### config.mk
export PLATFORM = sky130hd
export DESIGN_NAME = univ_shift_seq
export DESIGN_NICKNAME = d
export VERILOG_FILES = /design/src/rtl/univ_shift_seq.sv
export SDC_FILE = /design/constraint.sdc
export NUM_CORES = 1
export LEC_CHECK = 0
export ABC_AREA = 1
export BUFFER_PORTS_ARGS = -buffer_cell sky130_fd_sc_hd__buf_4
export CAP_MARGIN = 10
export CORE_MARGIN = 3
export CORE_UTILIZATION = 40
export DETAILED_ROUTE_END_ITERATION = 12
export HOLD_SLACK_MARGIN = 0.02
export PLACE_DENSITY_LB_ADDON = 0.12
export SYNTH_ARGS = -nofsm -noshare
export SYNTH_HDL_FRONTEND = slang
export SYNTH_SLANG_ARGS = --single-unit
### constraint.sdc
create_clock -name clk -period 1.72 [get_ports clk]
set_input_delay 0.516 -clock clk [delete_from_list [all_inputs] [get_ports clk]]
set_output_delay 0.516 -clock clk [all_outputs]
set_load 0.03 [all_outputs]
### src/rtl/univ_shift_seq.sv
// Universal shift register sequencer: parallel load plus multi-bit shift operations
// (logical/serial, circular, arithmetic, through-carry) executed one bit per enabled cycle.
module univ_shift_seq #(
    parameter int WIDTH = 8,
    parameter int CNTW  = 4
) (
    input  logic             clk,
    input  logic             rstn,
    input  logic             en,
    input  logic             load,
    input  logic [WIDTH-1:0] pdata,
    input  logic             start,
    input  logic [CNTW-1:0]  count,
    input  logic             dir,
    input  logic [1:0]       mode,
    input  logic             d,
    input  logic             carry_in,
    output logic [WIDTH-1:0] out,
    output logic             carry_out,
    output logic             busy,
    output logic             done
);

    typedef enum logic {IDLE, SHIFT} state_t;

    localparam logic [CNTW-1:0] CNT_ONE = 1;

    state_t           state_q, state_d;
    logic [CNTW-1:0]  cnt_q, cnt_d;
    logic             dir_q, dir_d;
    logic [1:0]       mode_q, mode_d;
    logic [WIDTH-1:0] out_q, out_d;
    logic             carry_q, carry_d;
    logic             done_q, done_d;

    logic             shifted_out;
    logic             shift_in;

    // Bit leaving the register this shift, and the bit entering at the other end.
    always_comb begin
        shifted_out = dir_q ? out_q[WIDTH-1] : out_q[0];
        shift_in    = d;
        case (mode_q)
            2'b00:   shift_in = d;
            2'b01:   shift_in = shifted_out;
            2'b10:   shift_in = dir_q ? 1'b0 : out_q[WIDTH-1];
            default: shift_in = carry_q;
        endcase
    end

    always_comb begin
        state_d = state_q;
        cnt_d   = cnt_q;
        dir_d   = dir_q;
        mode_d  = mode_q;
        out_d   = out_q;
        carry_d = carry_q;
        done_d  = 1'b0;
        case (state_q)
            IDLE: begin
                if (load) begin
                    out_d = pdata;
                end else if (start) begin
                    if (count != '0) begin
                        cnt_d   = count;
                        dir_d   = dir;
                        mode_d  = mode;
                        state_d = SHIFT;
                        if (mode == 2'b11) begin
                            carry_d = carry_in;
                        end
                    end else begin
                        // Zero-length operation completes immediately without touching data.
                        done_d = 1'b1;
                    end
                end
            end
            SHIFT: begin
                if (en) begin
                    if (dir_q) begin
                        out_d = {out_q[WIDTH-2:0], shift_in};
                    end else begin
                        out_d = {shift_in, out_q[WIDTH-1:1]};
                    end
                    carry_d = shifted_out;
                    cnt_d   = cnt_q - CNT_ONE;
                    if (cnt_q == CNT_ONE) begin
                        state_d = IDLE;
                        done_d  = 1'b1;
                    end
                end
            end
            default: state_d = IDLE;
        endcase
    end

    always_ff @(posedge clk or negedge rstn) begin
        if (!rstn) begin
            state_q <= IDLE;
            cnt_q   <= '0;
            dir_q   <= 1'b0;
            mode_q  <= 2'b00;
            out_q   <= '0;
            carry_q <= 1'b0;
            done_q  <= 1'b0;
        end else begin
            state_q <= state_d;
            cnt_q   <= cnt_d;
            dir_q   <= dir_d;
            mode_q  <= mode_d;
            out_q   <= out_d;
            carry_q <= carry_d;
            done_q  <= done_d;
        end
    end

    assign out       = out_q;
    assign carry_out = carry_q;
    assign busy      = (state_q == SHIFT);
    assign done      = done_q;

endmodule

After elaboration in Yosys (flattened, before gate mapping)
Index checks and enable logic that the tools add are counted.

word-level totals
  bits in registers = 18
  input bits = 22
  output and inout bits = 11
  word-level logic and storage cells = 56

operators by class
  add/sub/neg operators = 1
  equality and inequality tests = 10
  mux-type cells = 30
  bitwise gates (word level) = 2
  reductions and logical operators = 6

operator list
  cell                                                                   number
  8-bit two-way mux                                                      3
  1-bit two-way mux                                                      17
  4-bit two-way mux                                                      4
  8-bit one-hot mux with 2 select lines                                  1
  2-bit != test, second input constant                                   6
  4-bit one-hot mux with 2 select lines                                  1
  4-bit AND reduction                                                    2
  1-bit one-hot mux with 2 select lines                                  3
  5-bit AND reduction                                                    1
  2-bit equality test, second input constant                             2
  4-bit by 1-bit equality test with 1-bit output, second input constant  1
  4-bit nonzero test                                                     1
  4-bit by 1-bit subtractor with 4-bit output, second input constant     1
  1-bit one-hot mux with 3 select lines                                  1
  2-bit by 1-bit equality test with 1-bit output, second input constant  1
  2-bit logical NOT                                                      1
  1-bit NOT                                                              2
  2-bit AND reduction                                                    1

Longest topological paths before layout
Gate-level depths: netlist of run 1.

  word-level depth = 6
  gate-level depth with buffers = 9
  mapped depth without buffers = 8

Least setup slack after synthesis of run 1
OpenSTA, ideal clock, no wires.

  path kind = register to register
  start point = reg state_q (netlist: busy)
  end point = reg carry_q (netlist: carry_out)
  setup time = 0.121 ns
  arrival time = 1.276 ns
  required time = 1.599 ns
  setup slack = 0.323 ns
  stages on the path, launching flop included = 8
  path buffers = 1
  cell sequence = dfrtp_1 buf_6 nor3b_4 nand2_4 nand2_4 nand2_2 nand2_1 o21ai_2

on the way
  cells in the longest elaborated chain, start to end = 3
  elaborated cells on any way between the ends = 8

ends and longest elaborated chain
  element                        line  source
  start, declared                28    state_t state_q, state_d;
  start signal, assigned         107   state_q <= state_d;
  1-bit NOT (no line)            --
  2-bit != test (no line)        --
  5-bit AND reduction (no line)  --
  end signal, assigned           112   carry_q <= carry_d;
  end, declared                  33    logic carry_q, carry_d;

Parallel ways exist; a longest one is shown, timed or not.
A chain may end at the register's enable or synchronous reset.

Final worst setup path of run 1
  start point = reg state_q (netlist: busy)
  end point = out busy

RTL lines
  element        line  source
  end, declared  20    output logic busy,

No word-level cell between the ends.

==> results of run 1 <==
==> through the flow <==
step / total power, mW / hold slack [ns] / worst slack (ns) / instance area, µm²
after floorplan: 1.861 / 0.2204 / 0.3234 / 1062
after global placement: 2.230 / 0.4033 / 0.3110 / 1316
after detailed placement: 2.249 / 0.4042 / 0.2604 / 1316
after CTS: 2.472 / 0.06944 / 0.03074 / 1339
after global routing: 2.681 / 0.08217 / 0.1220 / 1340
final: 2.453 / 0.07605 / 0.1822 / 1340
==> cell usage after synthesis, types with 2 or more instances <==
cell type  count  area share
inv_1         18       0.064
a22oi_1        3       0.021
o21ai_2        2       0.016
nand2_1       22       0.078
a21oi_1       15       0.071
o211ai_1       2       0.014
nand3_1        6       0.028
nor2_1         6       0.021
dfrtp_1       18        0.42
buf_6          3       0.032
nand2_4        2       0.021
ha_1           2       0.024
inv_2          2      0.0071
o21ai_0       24        0.11
nand2_2        3       0.018
==> worst paths after layout <==
| kind | to | cells after the start | slack (ns) |
|---|---|---|---|
| max in group asynchronous | busy | 1 | 1.42 |
| min in group clk | out[6] | 3 | 0.46 |
| worst min register to register | mode_q[0] | 2 | 0.50 |
| worst max-delay path | busy | 1 | 0.18 |
| worst min-delay path | out[6] | 1 | 0.08 |
| worst max register to register | cnt_q[2] | 7 | 0.36 |
==> cells by family after synthesis <==
family	after synthesis
AND/OR/NAND/NOR	42
adder cells (fa/ha/maj)	2
flip-flops	18
buffers and inverters	24
AO/OA/AOI/OAI	47
XOR/XNOR	1
==> worst reg2reg max path, stage by stage (launching register included) <==
cell     delay, ns
dfrtp_1       0.38
inv_1         0.08
ha_1          0.21
or2_2         0.29
nand3_1       0.06
o21ai_0       0.08
nand2_1       0.06
o21ai_0       0.08
==> area by class of cell <==
class                      count  area [µm²]  area share
timing repair buffer          34       255.2      0.1905
tap                           30       37.54     0.02801
multi-input combinational     92       498.0      0.3716
clock buffer                   3       22.52     0.01681
inverter                      20       75.07     0.05602
sequential                    18       451.7      0.3371
==> sequential cells by signal (all words and copies together) (netlist names) <==
| name | cells |
|---|---|
| cnt_q | 4 |
| dir_q | 1 |
| mode_q | 2 |
| out | 8 |
| busy | 1 |
| carry_out | 1 |
| done | 1 |
==> per-layer routing <==
| metal | global-route usage | wire length, µm | vias to the layer above |
|---|---|---|---|
| met3 | 0.02036 | 128 | 2 |
| met4 | 0.05960 | 14 | 0 |
| met2 | 0.2629 | 1199 | 25 |
| met1 | 0.1805 | 1055 | 444 |
| met5 | 0 | 0 | - |
| li1 | - | - | 512 |
==> power groups by stage <==
stage,clock network (mW),registers (mW),logic (mW)
detailed placement,0,0.832,1.42
CTS,0.226,0.822,1.42
floorplan,0,0.990,0.872
finish,0.219,0.820,1.41
global route,0.235,0.860,1.59
global placement,0,0.825,1.40
==> flow_summary.ini, run 1 <==
[status]
status = finished, final reports clean

[synth]
ys_async_sr_fraction = 1.000
synth_compound_area_frac = 0.2415
synth_area_um2 = 1062
synth_edf_count = 0
muxShareOfSynthArea = 0
synth_top_family_by_area = compound AO/OA/AOI/OAI gates
postSynthCellCount = 134
syn_nets = 158
synth_seq_cells = 18
ys_types = 21
yosys_warnings = 0
synth_xor_area_frac = 0.008245
seq_area_frac_synth = 0.4240
synthAdderAreaFrac = 0.02356
synth_flop_cell = dfrtp_1
avgSynthCellArea_um2 = 7.927
yosys.area_share.simple = 0.1955

[timing]
period_minus_slack_ns = 1.538
final-max-slew-violation-count = 0
timing.setup.tns_ns = 0
tightest_slew_ns = 0.2739
fin_crit_sh = 0.8941
relSlewSlack = 0.8172
setup_viol = 0
finalClockSkew_ns = 0.0009266
hold_violations = 0
rsz0062_at_grt = false
timing.fmax_mhz = 650.3

[placement]
dp.cells = 194
gp_congestion = 0.8326
dpl.hpwl_mm = 1.824
io_buffers = 32

[worst_setup_path]
required_ns = 1.20
worstPathArrival_ns = 1.02
worst_path_largest_cell_delay_ns = 0.52
end_kind = primary output
criticalPathCategory = flop to primary output
crit_chain = buf_4
cp_max_fo = 11
cp-start-kind = flop
cpMaxStageDelayCell = dfrtp_2
timing.rr.start = cnt_q[0]
path_buf_inv = 1
startpoint = busy
path_delay_family = flip-flops

[floorplanning]
core_um2 = 2500
die_x_um = 57.54
fp.dieH_um = 57.54
num_rows = 18
initial_utilization = 0.4249
io_pins = 33
dieArea_um2 = 3310

[hold_path]
hold_path_class = input pin to async pin

[clock_tree]
path_clk_slew_ns = 0.11
clock_latency_ns = 0.29
cts_tree = done
cts_resized = 0
cts_hold_buf = 0
cts_num_sinks = 18
h-tree-depth = 1
cts_setup_buffers = 0
cts-root-buf = clkbuf_4
clk_path_buf_depth = 2
numCtsBuffers = 3

[cells_and_area]
fin_nets = 193
layout_common_cells = 34 x buf_4, 24 x o21ai_0, 22 x nand2_1, 18 x inv_1, 17 x dfrtp_1
post-route-util = 0.5360
synthToLayoutAreaGrowth_pct = 26.15
nFillCells = 232
antenna_cells = 0
drive_gt1_frac = 0.2934
mostFrequentLayoutCell = buf_4
instances_no_fill = 197

[drt]
drc = 0
vias = 983
vias_per_cell = 4.990
drtIter0Drc = 41
final_antenna_net_count = 0
postRouteWirelength_mm = 2.399
wire_per_inst_um = 12.18
dr.pass1.iters = 4

[run]
drv_cap = 0

[global_route]
gr-usage-all-layers = 0.1489
grt_max_degree = 19
grt.overflow.total = 0
antenna_found_initial = 0
grt_pass1_wl_mm = 3.884
first_global_vias = 916

[power]
power_density_nw_per_um2 = 1831
static-leakage-power_nw = 0.6839
power.share.switching = 0.4868
power_frac_clock = 0.089
intPower_mw = 1.259
ir_drop_mv = 0.8703
combPwrFrac = 0.576
power.switching_mw = 1.194
p_seq_frac = 0.334
Note: power is estimated with default switching activity, not from simulation.
==> inputs of run 2 (changes only) <==
ABC_AREA = unset   (was 1)
==> flow_summary.ini, run 2 <==
[synth]
avgSynthCellArea_um2 = 9.655
synth_top_area_share = 0.3888
yosys.area.top_type = dfrtp_1
synth_seq_cells = 18
synth_area_um2 = 1159
netlist_top_cells_count = 18 x dfrtp_1, 17 x a21oi_1, 16 x nor2_1
ys_top_cells_by_area = dfrtp_1 39%, mux2i_1 12%, a21oi_1 7.3%
seq_area_frac_synth = 0.3888
synth_flop_cell = dfrtp_1
ys_async_sr_fraction = 1.000
synth_edf_count = 0
synth_most_common_cell = dfrtp_1
yosys_warnings = 0
ys_types = 36
postSynthCellCount = 120
syn_nets = 144

[cells_and_area]
drive_gt1_frac = 0.3333
antenna_cells = 0
fin_nets = 181
mostFrequentLayoutCell = buf_4
design_area_um2 = 1486
multi_input_area_um2 = 643.1
synthToLayoutAreaGrowth_pct = 28.29
nFillCells = 243
ff_latch_area_um2 = 450.4
layout_common_cells = 38 x buf_4, 18 x dfrtp_1, 17 x a21oi_1, 16 x nor2_1, 14 x mux2i_1
largest_reg_flops = 8

[timing]
final-max-slew-violation-count = 0
setup_viol = 0
relSlewSlack = 0.7867
rsz0062_at_grt = false
hold_violations = 0
fin_crit_sh = 0.9413
tightest_slew_ns = 0.3193
finalClockSkew_ns = 0.006529
period_minus_slack_ns = 1.619
timing.fmax_mhz = 617.6

[power]
ir_drop_mv = 1.050
power_density_nw_per_um2 = 1709
power_mw = 2.540
static-leakage-power_nw = 0.7012

[floorplanning]
initial_utilization = 0.4435
die_x_um = 59.82
fp.dieH_um = 59.82
num_rows = 18
dieArea_um2 = 3578
core_um2 = 2613
io_pins = 33

[drt]
wl_met1_mm = 1.400
highest_layer = met4
drc = 0
vias_per_cell = 5.446
wl_met3_um = 140
postRouteWirelength_mm = 2.862
dr.pass1.iters = 5
vias = 1013
wire_per_inst_um = 15.39
drtIter0Drc = 46
final_antenna_net_count = 0
wl_met2_mm = 1.291

[status]
status = finished, final reports clean

[clock_tree]
numCtsBuffers = 3
clock_latency_ns = 0.30
clk_path_buf_depth = 2
cts_num_sinks = 18
cts_setup_buffers = 0
path_clk_slew_ns = 0.12
h-tree-depth = 1
cts_resized = 0
cts_hold_buf = 0
cts_tree = done
cts-root-buf = clkbuf_4

[worst_setup_path]
path_depth = 2
end_kind = primary output
worstPathArrival_ns = 1.10
cp_max_fo = 15
cp-start-kind = flop
rr_worst_depth = 4
r2r-end = out[7]
criticalPathCategory = flop to primary output
worst_path_largest_cell_delay_ns = 0.42
timing.rr.start = out[0]
path_delay_family = flip-flops
required_ns = 1.20
cpMaxStageDelayCell = dfrtp_1
r2r_setup_slack_ns = 0.20
path_buf_inv = 2
crit_chain = buf_6 > buf_4

[placement]
gp_congestion = 0.7813
dpl.hpwl_mm = 2.066
place_area_um2 = 1446
io_buffers = 32

[global_route]
first_global_vias = 970
grt_max_degree = 24
antenna_found_initial = 0
grt.overflow.total = 0
gr-usage-all-layers = 0.1726
grt_pass1_wl_mm = 4.623

[run]
drv_cap = 0

[hold_path]
hold_path_class = input pin to async pin
==> run 2: cell types whose count changed in the layout (fill, tap and decap cells not counted), moves of 3 or more <==
| cell | change |
|---|---|
| nand2_1 | -17 |
| buf_4 | +4 |
| mux2i_1 | +14 |
| a31oi_1 | +3 |
| inv_1 | -13 |
| o21ai_0 | -22 |
| mux2_1 | +3 |
| nor2_1 | +10 |
| nand2_2 | -3 |
| nand3_1 | -5 |
| a22oi_1 | -3 |
==> run 2: how the worst max path moves through the flow <==
stage / start / endpoint / slack [ns]
4_1_cts: busy / busy / 0.05
6_report: busy / busy / 0.10
2_1_floorplan: out[0] / out[7] / 0.17
3_5_place_dp: count[0] / dir_q / -0.008
5_1_grt: busy / busy / 0.04
3_3_place_gp: count[0] / dir_q / 0.03
==> run 2: final cells by class <==
type                       count  area share
timing repair buffer          39      0.1995
inverter                       6     0.01515
clock buffer                   4     0.02441
multi-input combinational     89      0.4327
tap                           30     0.02525
sequential                    18      0.3030
==> run 2: metal layers <==
layer	vias up	track usage
li1	514	-
met1	467	0.2450
met2	28	0.2546
met3	4	0.02808
met4	0	0.07911
met5	-	0
==> run 2: kinds of logic after synthesis <==
logic type	count (synthesis)	share of synthesized area
compound gates	34	0.2063
xor+xnor	1	0.007561
fa+ha+maj	2	0.02159
buf+inv	13	0.05614
flops	18	0.3888
mux	19	0.1728
simple gates	33	0.1469
==> run 2: per-stage QoR <==
stage	cells	util	setup slack (ns)	setup TNS (ns)	hold WS, ns
finish	186	0.5690	0.1009	0	0.06347
global route	186	0.5690	0.04227	0	0.05974
CTS	186	0.5675	0.04967	0	0.06690
detailed placement	182	0.5536	-0.008376	-0.01015	0.4052
global placement	182	0.5536	0.03117	0	0.4014
floorplan	120	-	0.1733	0	0.2204
==> run 2: power by group <==
part	leakage [nW]	switching [mW]	internal (mW)	total (mW)
clock network	0.0210	0.149	0.129	0.278
registers	0.205	0.239	0.619	0.858
logic	0.475	0.755	0.649	1.40
==> inputs of run 3 (changes only) <==
BUFFER_PORTS_ARGS = unset   (was -buffer_cell sky130_fd_sc_hd__buf_4)
DONT_BUFFER_PORTS = 1   (was unset)
==> flow_summary.ini, run 3 (synthesis results as in run 2) <==
[status]
status = finished, final reports clean

[clock_tree]
h-tree-depth = 1
path_clk_slew_ns = 0.10
cts_num_sinks = 18
numCtsBuffers = 3
cts-root-buf = clkbuf_4
clock_latency_ns = 0.30
cts_tree = done
clk_path_buf_depth = 2

[global_route]
grt_max_degree = 24
first_global_vias = 855
gr-usage-all-layers = 0.1615
antenna_found_initial = 0
grt_pass1_wl_mm = 4.305
grt.overflow.total = 0

[cells_and_area]
nFillCells = 262
post-route-util = 0.4741
mostFrequentLayoutCell = dfrtp_1
largest_reg_flops = 8
multi_input_area_um2 = 643.1
fin_nets = 150
drive_gt1_frac = 0.1532
synthToLayoutAreaGrowth_pct = 6.912
layout_common_cells = 18 x dfrtp_1, 17 x a21oi_1, 16 x nor2_1, 14 x mux2i_1, 7 x buf_4
design_area_um2 = 1239
antenna_cells = 0
ff_latch_area_um2 = 450.4

[placement]
dpl.hpwl_mm = 1.899
place_area_um2 = 1206
io_buffers = 0
gp_congestion = 0.8547

[worst_setup_path]
rr_worst_depth = 4
required_ns = 1.89
r2r_setup_slack_ns = 0.21
timing.rr.start = dir_q
path_delay_family = multiplexers
path_buf_inv = 0
worst_path_largest_cell_delay_ns = 0.41
crit_chain = mux2_4 > mux2_2 > a211oi_2 > a221oi_1
path_depth = 4
end_kind = flop
r2r-end = out[7]
startpoint = dir_q
worstPathArrival_ns = 1.69
cp-start-kind = flop
cp_max_fo = 2
criticalPathCategory = flop to flop
cpMaxStageDelayCell = dfrtp_1

[floorplanning]
fp.dieH_um = 59.82
die_x_um = 59.82
num_rows = 18
dieArea_um2 = 3578
initial_utilization = 0.4435
io_pins = 33
core_um2 = 2613

[power]
ir_drop_mv = 1.173
power_density_nw_per_um2 = 1852
static-leakage-power_nw = 0.5438
p_seq_frac = 0.433
combPwrFrac = 0.472
power.switching_mw = 1.088
power.share.switching = 0.4744
power_frac_clock = 0.095
power_mw = 2.294
intPower_mw = 1.206

[timing]
holdWs_ns = 0.3418
final-max-slew-violation-count = 0
timing.fmax_mhz = 661.6
relSlewSlack = 0.4247
period_minus_slack_ns = 1.511
tightest_slew_ns = 0.8602
hold_violations = 0
rsz0062_at_grt = false
finalClockSkew_ns = 0.001158
timing.setup.tns_ns = 0
fin_crit_sh = 0.8787
setup_viol = 0

[run]
drv_cap = 0

[hold_path]
holdPathStages = 1
hold_end = mode_q[1]
hp-start = mode[1]
hold_path_class = input pin to flop

[drt]
dr.pass1.iters = 4
vias_per_cell = 5.786
postRouteWirelength_mm = 2.653
vias = 891
drc = 0
final_antenna_net_count = 0
drtIter0Drc = 27
wire_per_inst_um = 17.23
run 3: cell count changes in the layout (fill, tap and decap cells not counted):
cell / change
buf_4: -31
buf_6: -1
clkbuf_8: -1
dlygate4sd3_1: +1
run 3: cell type report:
| cell class | count | area share |
|---|---|---|
| inverters | 6 | 0.01818 |
| clock buffers | 3 | 0.01818 |
| well taps | 30 | 0.03030 |
| repair buffers | 8 | 0.05050 |
| flip-flops and latches | 18 | 0.3636 |
| multi-input cells | 89 | 0.5192 |
run 3: power by group through the flow:
stage          combinational (mW)  clock [mW]  sequential, mW
3_5_place_dp                 1.07           0            1.00
4_1_cts                      1.09       0.226           0.993
5_1_grt                      1.21       0.242            1.03
2_1_floorplan               0.776           0            1.04
6_report                     1.08       0.218           0.994
3_3_place_gp                 1.05           0            1.00
run 3: worst max path at each step:
stage	to
5_1_grt	out[7]
3_5_place_dp	dir_q
2_1_floorplan	out[7]
6_report	out[7]
4_1_cts	out[7]
3_3_place_gp	mode_q[0]
run 3: timing repair:
action                    CTS  global route
resized for setup           0             0
hold endpoints to repair   18             0
hold buffers                1             0
setup buffers               0             0
run 3: through the flow:
step,worst slack (ns),cells
after floorplan,0.1733,120
after global placement,0.1606,150
after detailed placement,0.1222,150
after CTS,0.2065,154
after global routing,0.1256,154
final,0.2086,154
run 3: worst reg2reg max path, delay by kind of cell, from the launching register on:
kind / cells / cell delay [ns]
muxes: 2 / 0.58
AOI/OAI and AO/OA: 2 / 0.41
DFF: 1 / 0.41
run 3: routing by layer:
layer | vias to the layer above | global-route usage | wire length (µm)
li1 | 449 | - | -
met1 | 403 | 0.2224 | 1275
met2 | 34 | 0.2377 | 1153
met3 | 5 | 0.03672 | 178
met4 | 0 | 0.07595 | 47
met5 | - | 0 | 0
